### config.mk
export PLATFORM = sky130hd
export DESIGN_NAME = serial_sub
export DESIGN_NICKNAME = d
export VERILOG_FILES = /design/src/rtl/serial_sub_pkg.sv /design/src/rtl/serial_sub_fs.sv /design/src/rtl/serial_sub.sv
export SDC_FILE = /design/constraint.sdc
export NUM_CORES = 1
export LEC_CHECK = 0
export CAP_MARGIN = 40
export CORE_MARGIN = 8
export CORE_UTILIZATION = 49
export CTS_BUF_LIST = sky130_fd_sc_hd__clkbuf_8
export DETAILED_ROUTE_END_ITERATION = 16
export GPL_TIMING_DRIVEN = 0
export PLACE_DENSITY_LB_ADDON = 0.15
export SLEW_MARGIN = 20
export SYNTH_ARGS = -nofsm -noshare
export SYNTH_HDL_FRONTEND = slang
export SYNTH_SLANG_ARGS = --single-unit
### constraint.sdc
create_clock -name clk -period 3.3 [get_ports clk]
set_input_delay 0.825 -clock clk [delete_from_list [all_inputs] [get_ports clk]]
set_output_delay 0.825 -clock clk [all_outputs]
set_load 0.01 [all_outputs]
### src/rtl/serial_sub_pkg.sv
// -----------------------------------------------------------------------------
// serial_sub_pkg
// Shared definitions for the bit-serial subtractor:
//   subState_e    : FSM state encoding (S_IDLE, S_RUN, S_DONE)
//   SUB_WIDTH_DEF : default operand/result width
// -----------------------------------------------------------------------------
package serial_sub_pkg;

    typedef enum logic [1:0] {
        S_IDLE = 2'd0,
        S_RUN  = 2'd1,
        S_DONE = 2'd2
    } subState_e;

    localparam int SUB_WIDTH_DEF = 8;

endpackage

### src/rtl/serial_sub_fs.sv
// -----------------------------------------------------------------------------
// serial_sub_fs
// Purely combinational one-bit full subtractor: d = a - b - bin.
// Ports:
//   a    in  : minuend bit
//   b    in  : subtrahend bit
//   bin  in  : borrow in
//   d    out : difference bit
//   bout out : borrow out
// -----------------------------------------------------------------------------
module serial_sub_fs (
    input  logic a,
    input  logic b,
    input  logic bin,
    output logic d,
    output logic bout
);

    assign d = a ^ b ^ bin;

    // A borrow is needed when b exceeds a, or when they are equal and a
    // borrow is already pending.
    assign bout = (~a & b) | (~(a ^ b) & bin);

endmodule

### src/rtl/serial_sub.sv
// -----------------------------------------------------------------------------
// serial_sub
// Bit-serial WIDTH-bit subtractor computing diff = a - b - bin, LSB first,
// one bit per clock using a single full-subtractor cell and a borrow flop.
// A start/done handshake frames each operation (WIDTH+2 cycles per op).
//
// Ports:
//   clk   in  : clock, rising edge
//   rst   in  : synchronous active-high reset
//   start in  : request, accepted only in IDLE
//   a     in  : minuend, sampled on the accepting edge
//   b     in  : subtrahend, sampled on the accepting edge
//   bin   in  : borrow-in, sampled on the accepting edge
//   busy  out : high while bits are processed
//   done  out : one-cycle pulse, results valid
//   diff  out : result, held until the next accepted start
//   bout  out : borrow-out (unsigned wrap)
//   ovf   out : signed overflow (only with SERIAL_SUB_OVF_EN)
//
// Configuration macro: SERIAL_SUB_OVF_EN adds the ovf port and its flops.
// -----------------------------------------------------------------------------
module serial_sub
    import serial_sub_pkg::*;
#(
    parameter int WIDTH = SUB_WIDTH_DEF
) (
    input  logic             clk,
    input  logic             rst,
    input  logic             start,
    input  logic [WIDTH-1:0] a,
    input  logic [WIDTH-1:0] b,
    input  logic             bin,
    output logic             busy,
    output logic             done,
    output logic [WIDTH-1:0] diff,
    output logic             bout
`ifdef SERIAL_SUB_OVF_EN
    ,
    output logic             ovf
`endif
);

    localparam int CNT_W = $clog2(WIDTH);

    subState_e        state_q, state_d;
    logic [WIDTH-1:0] aShift_q;
    logic [WIDTH-1:0] bShift_q;
    logic [WIDTH-2:0] res_q;
    logic             borrow_q;
    logic [CNT_W-1:0] bitCnt_q;
    logic [WIDTH-1:0] diff_q;
    logic             bout_q;
`ifdef SERIAL_SUB_OVF_EN
    logic             aMsb_q;
    logic             bMsb_q;
    logic             ovf_q;
`endif

    logic             fsD;
    logic             fsBout;
    logic             lastBit;
    logic [WIDTH-1:0] resNext;

    serial_sub_fs uFs (
        .a    (aShift_q[0]),
        .b    (bShift_q[0]),
        .bin  (borrow_q),
        .d    (fsD),
        .bout (fsBout)
    );

    assign lastBit = (bitCnt_q == CNT_W'(WIDTH - 1));

    // Only WIDTH-1 bits are stored between edges; on the final edge the
    // fresh MSB joins them to form the complete result.
    assign resNext = {fsD, res_q};

    always_comb begin
        state_d = state_q;
        case (state_q)
            S_IDLE: if (start)   state_d = S_RUN;
            S_RUN:  if (lastBit) state_d = S_DONE;
            S_DONE:              state_d = S_IDLE;
            default:             state_d = S_IDLE;
        endcase
    end

    always_ff @(posedge clk) begin
        if (rst) begin
            state_q <= S_IDLE;
        end else begin
            state_q <= state_d;
        end
    end

    always_ff @(posedge clk) begin
        if (rst) begin
            aShift_q <= '0;
            bShift_q <= '0;
            res_q    <= '0;
            borrow_q <= 1'b0;
            bitCnt_q <= '0;
            diff_q   <= '0;
            bout_q   <= 1'b0;
`ifdef SERIAL_SUB_OVF_EN
            aMsb_q   <= 1'b0;
            bMsb_q   <= 1'b0;
            ovf_q    <= 1'b0;
`endif
        end else begin
            case (state_q)
                S_IDLE: begin
                    if (start) begin
                        aShift_q <= a;
                        bShift_q <= b;
                        borrow_q <= bin;
                        bitCnt_q <= '0;
`ifdef SERIAL_SUB_OVF_EN
                        aMsb_q   <= a[WIDTH-1];
                        bMsb_q   <= b[WIDTH-1];
`endif
                    end
                end
                S_RUN: begin
                    res_q    <= resNext[WIDTH-1:1];
                    aShift_q <= {1'b0, aShift_q[WIDTH-1:1]};
                    bShift_q <= {1'b0, bShift_q[WIDTH-1:1]};
                    borrow_q <= fsBout;
                    bitCnt_q <= bitCnt_q + 1'b1;
                    if (lastBit) begin
                        diff_q <= resNext;
                        bout_q <= fsBout;
`ifdef SERIAL_SUB_OVF_EN
                        // fsD is the result MSB on the final bit.
                        ovf_q  <= (aMsb_q != bMsb_q) && (fsD != aMsb_q);
`endif
                    end
                end
                default: ;
            endcase
        end
    end

    assign busy = (state_q == S_RUN);
    assign done = (state_q == S_DONE);
    assign diff = diff_q;
    assign bout = bout_q;
`ifdef SERIAL_SUB_OVF_EN
    assign ovf  = ovf_q;
`endif

endmodule

==> key figures <==
Power
  • P_sw: 229.6 uW
  • IR drop worst, VDD: 0.3488 mV
  • Clock share of power: 44.0%
  • Int Power: about 870 uW
  • Reg power frac: around 45%
  • Gate power share: 11.1%
  • Leak pwr: about 0.8 nW
  • Sw frac: 20.95%
  • Pwr Density: 525.9 mW/mm^2

Logic synthesis
  • Syn Nets: 194
  • Post-Synth XOR/XNOR Area: 0%
  • Sequential area share after synthesis: 47.65%
  • Synth Area in Simple Gates: 15.05%
  • Compound-Gate Fraction of Synth Area: between 10% and 20%
  • Distinct cell type count after synthesis: 25
  • Proportion of synthesized area in mux cells: 10.03%
  • Avg Synthesized Cell Area: 9.336 um^2
  • Syn Inst Count: 171
  • Post-Synth Adder-Cell Area: 2.821%
  • Synth warn: 0
  • Synth Cell Area: 0.001597 mm^2
  • Synth Register Bits: 38
  • Largest family of logic cells by synthesized area: compound AO/OA/AOI/OAI gates

Setup path
  • R2r startpoint: bitCnt_q[0]$_SDFFE_PP0P_
  • R2r setup slk: 1.89 ns
  • CP endpoint kind: output port
  • Reg2Reg Depth: 5
  • CP bufs+invs: 4
  • Worst setup path endpoint: busy
  • Worst path top cell family by delay: buffers and inverters
  • Worst Path Max Fanout: 10
  • Crit. path cell count: 5
  • Startpoint Class: register
  • Worst EP required: around 2.5 ns
  • Most used cell, CP: buf_6
  • CP arrival: ~1.7 ns
  • Crit-path slowest cell: clkdlybuf4s50_1
  • Worst reg2reg path endpoint: bout$_SDFFE_PP0P_
  • WS Path Type: reg2out
  • Critical path, cell by cell: nand2b_1 > buf_6 > inv_4 > buf_6 > clkdlybuf4s50_1
  • Slowest cell delay on critical path: 0.54 ns
  • CP Launch Point: state_q[1]$_SDFFE_PP0P_

STA
  • Hold WS: 0.4565 ns
  • Clk_skew: ~0.0048 ns
  • Headroom to the max-slew limit: between 60% and 70%
  • Final setup margin: just under 0.8 ns
  • Fmax: 398.5 MHz
  • Slew Limit Fails: 0
  • Post-Route Setup TNS: 0 ns
  • Tcrit/Tclk final: 76.04%
  • Worst slew pin tran: 0.4543 ns
  • Final Setup Violations: 0
  • Number of failing hold endpoints at the final stage: 0
  • RSZ-0062 raised after global routing: false
  • Post-layout min period: roughly 2.5 ns

Route
  • Via Count: approximately 1300
  • Initial DRC Count: 96
  • Vias/cell: 5.044
  • Initial DRT Pass Iterations: 4
  • Final WL: 3.272 mm
  • Routed wire per std cell: 12.98 um
  • Post-DRT Antenna Nets: 0
  • # DRC: 0

Final layout
  • Layout Utilization: between 60% and 70%
  • Final #Nets: 230
  • Commonest cells after routing, fill and taps aside: 38 x dfxtp_1, 30 x nand2_1, 29 x clkdlybuf4s50_1, 22 x nor2_1
  • Area Growth Syn to Fin: 30.56%
  • Most common cell after layout, fill and taps aside: dfxtp_1
  • Layout cell share with drive strength beyond 1: 11.06%
  • Diode count: 0

Clocking
  • Post-CTS Setup Bufs: 0
  • Bufs on Longest Clock Path: 2
  • CTS root buf: clkbuf_8
  • Clock transition at path regs: 0.07 ns
  • CTS sink cnt: 38
  • CTS Buf Count: 5
  • CTS tree: done
  • H-tree levels: 2
  • Post-CTS Hold Buffers: 0
  • Clk Latency, worst-skew pair: 0.28 ns
  • Post-CTS resize count: 0

Job
  • Max-cap check violation count: 0

Floorplan
  • Die ar.: 0.005341 mm^2
  • Standard-cell rows: 20
  • Core footprint: 0.003078 mm^2
  • Chip width: 73.08 um
  • Die Span Y: 73.08 um
  • I/O pins: 31
  • Initial Utilization: 51.87%

Place
  • Post-DP HPWL: around 2.4 mm
  • Final GP Congestion: 0.7305
  • Pre-CTS setup slack: 1.093 ns
  • IO buf count: 29

Global route
  • Gr usage total: 13.12%
  • Antenna violations before repair: 0
  • Largest net degree at the start of global routing: 13
  • Vias in the first global route: 1266
  • Remaining Overflow, GRT: 0
  • First-pass GRT wire length: 5.533 mm

Status
  • Status: complete, no violations

Min path
  • Hold crit path type: reg2reg
## power groups by stage
| stage | Clock, mW | Sequential, mW | Combinational (mW) |
|---|---|---|---|
| after floorplan | 0 | 0.500 | 0.0817 |
| after global placement | 0 | 0.501 | 0.118 |
| after detailed placement | 0 | 0.503 | 0.121 |
| after CTS | 0.489 | 0.492 | 0.123 |
| after global routing | 0.509 | 0.495 | 0.134 |
| final | 0.482 | 0.492 | 0.122 |
## kinds of logic (layout without fill, tap and decap cells)
logic type | Yosys count | count (layout)
adder cells (fa/ha/maj) | 3 | 3
flip-flops | 38 | 38
buffers and inverters | 18 | 55
AND/OR/NAND/NOR | 58 | 58
AO/OA/AOI/OAI | 38 | 38
multiplexers | 16 | 16
## stage by stage
| step | std cells | total power, mW | cell area [um^2] |
|---|---|---|---|
| detailed placement | 244 | 0.6244 | 1942 |
| CTS | 252 | 1.104 | 2085 |
| global route | 252 | 1.137 | 2085 |
| finish | 252 | 1.096 | 2085 |
| global placement | 244 | 0.6196 | 1942 |
| floorplan | 171 | 0.5815 | 1597 |
## synthesized netlist by cell type (all sizes together)
library cell	number	area share (%)
nand2b	1	0.39
a22oi	4	1.9
nor2b	1	0.39
nor3	1	0.31
dfxtp	38	48
o21bai	1	0.71
nor3b	1	0.47
nand3b	1	0.71
ha	2	1.6
a21oi	15	4.7
mux2i	16	10
and3b	1	0.55
fa	1	1.3
a211oi	17	8.3
buf	11	6.0
o21ba	1	1.0
clkbuf	2	0.47
inv	5	1.3
nand2	30	7.1
nor2	22	5.2
## tightest hold or removal path, delay by kind of cell (launching register included)
| family | cells | cell delay (ns) |
|---|---|---|
| flops | 1 | 0.31 |
| compound gates | 1 | 0.05 |
| simple gates | 1 | 0.05 |
## per-layer routing
layer  GRT usage, %  vias up  routed length [um]  share of wire (%)
li1               -      657                   -                  -
met1          14.86      585                1510                 46
met2          22.14       25                1542                 47
met3          4.121        4                 185                5.7
met4          5.333        0                  34                1.0
met5              0        -                   0                  0
## sequential cells by signal (all words and copies together), names as in the netlist
| register | cells |
|---|---|
| state_q | 2 |
| aShift_q | 8 |
| bout | 1 |
| bShift_q | 8 |
| bitCnt_q | 3 |
| borrow_q | 1 |
| res_q | 7 |
| diff | 8 |
## worst min path at each step
stage                                from                   end  slack [ns]  cells after the start
global route         diff[4]$_SDFFE_PP0P_  diff[4]$_SDFFE_PP0P_        0.47                      2
floorplan           res_q[0]$_SDFFE_PP0P_  diff[0]$_SDFFE_PP0P_        0.43                      2
global placement     diff[7]$_SDFFE_PP0P_  diff[7]$_SDFFE_PP0P_        0.44                      2
detailed placement   diff[4]$_SDFFE_PP0P_  diff[4]$_SDFFE_PP0P_        0.45                      2
CTS                  diff[4]$_SDFFE_PP0P_  diff[4]$_SDFFE_PP0P_        0.46                      2
finish               diff[4]$_SDFFE_PP0P_  diff[4]$_SDFFE_PP0P_        0.46                      2
## cell type report
class	count	area, um^2
repair buffers	29	290.3
clock buffers	6	82.58
plain buffers	13	103.9
fillers	261	993.5
clock inverters	2	60.06
flip-flops and latches	38	760.7
inverters	5	21.27
multi-input cells	115	710.7
well taps	44	55.05
(Power assumes the default switching activity.)
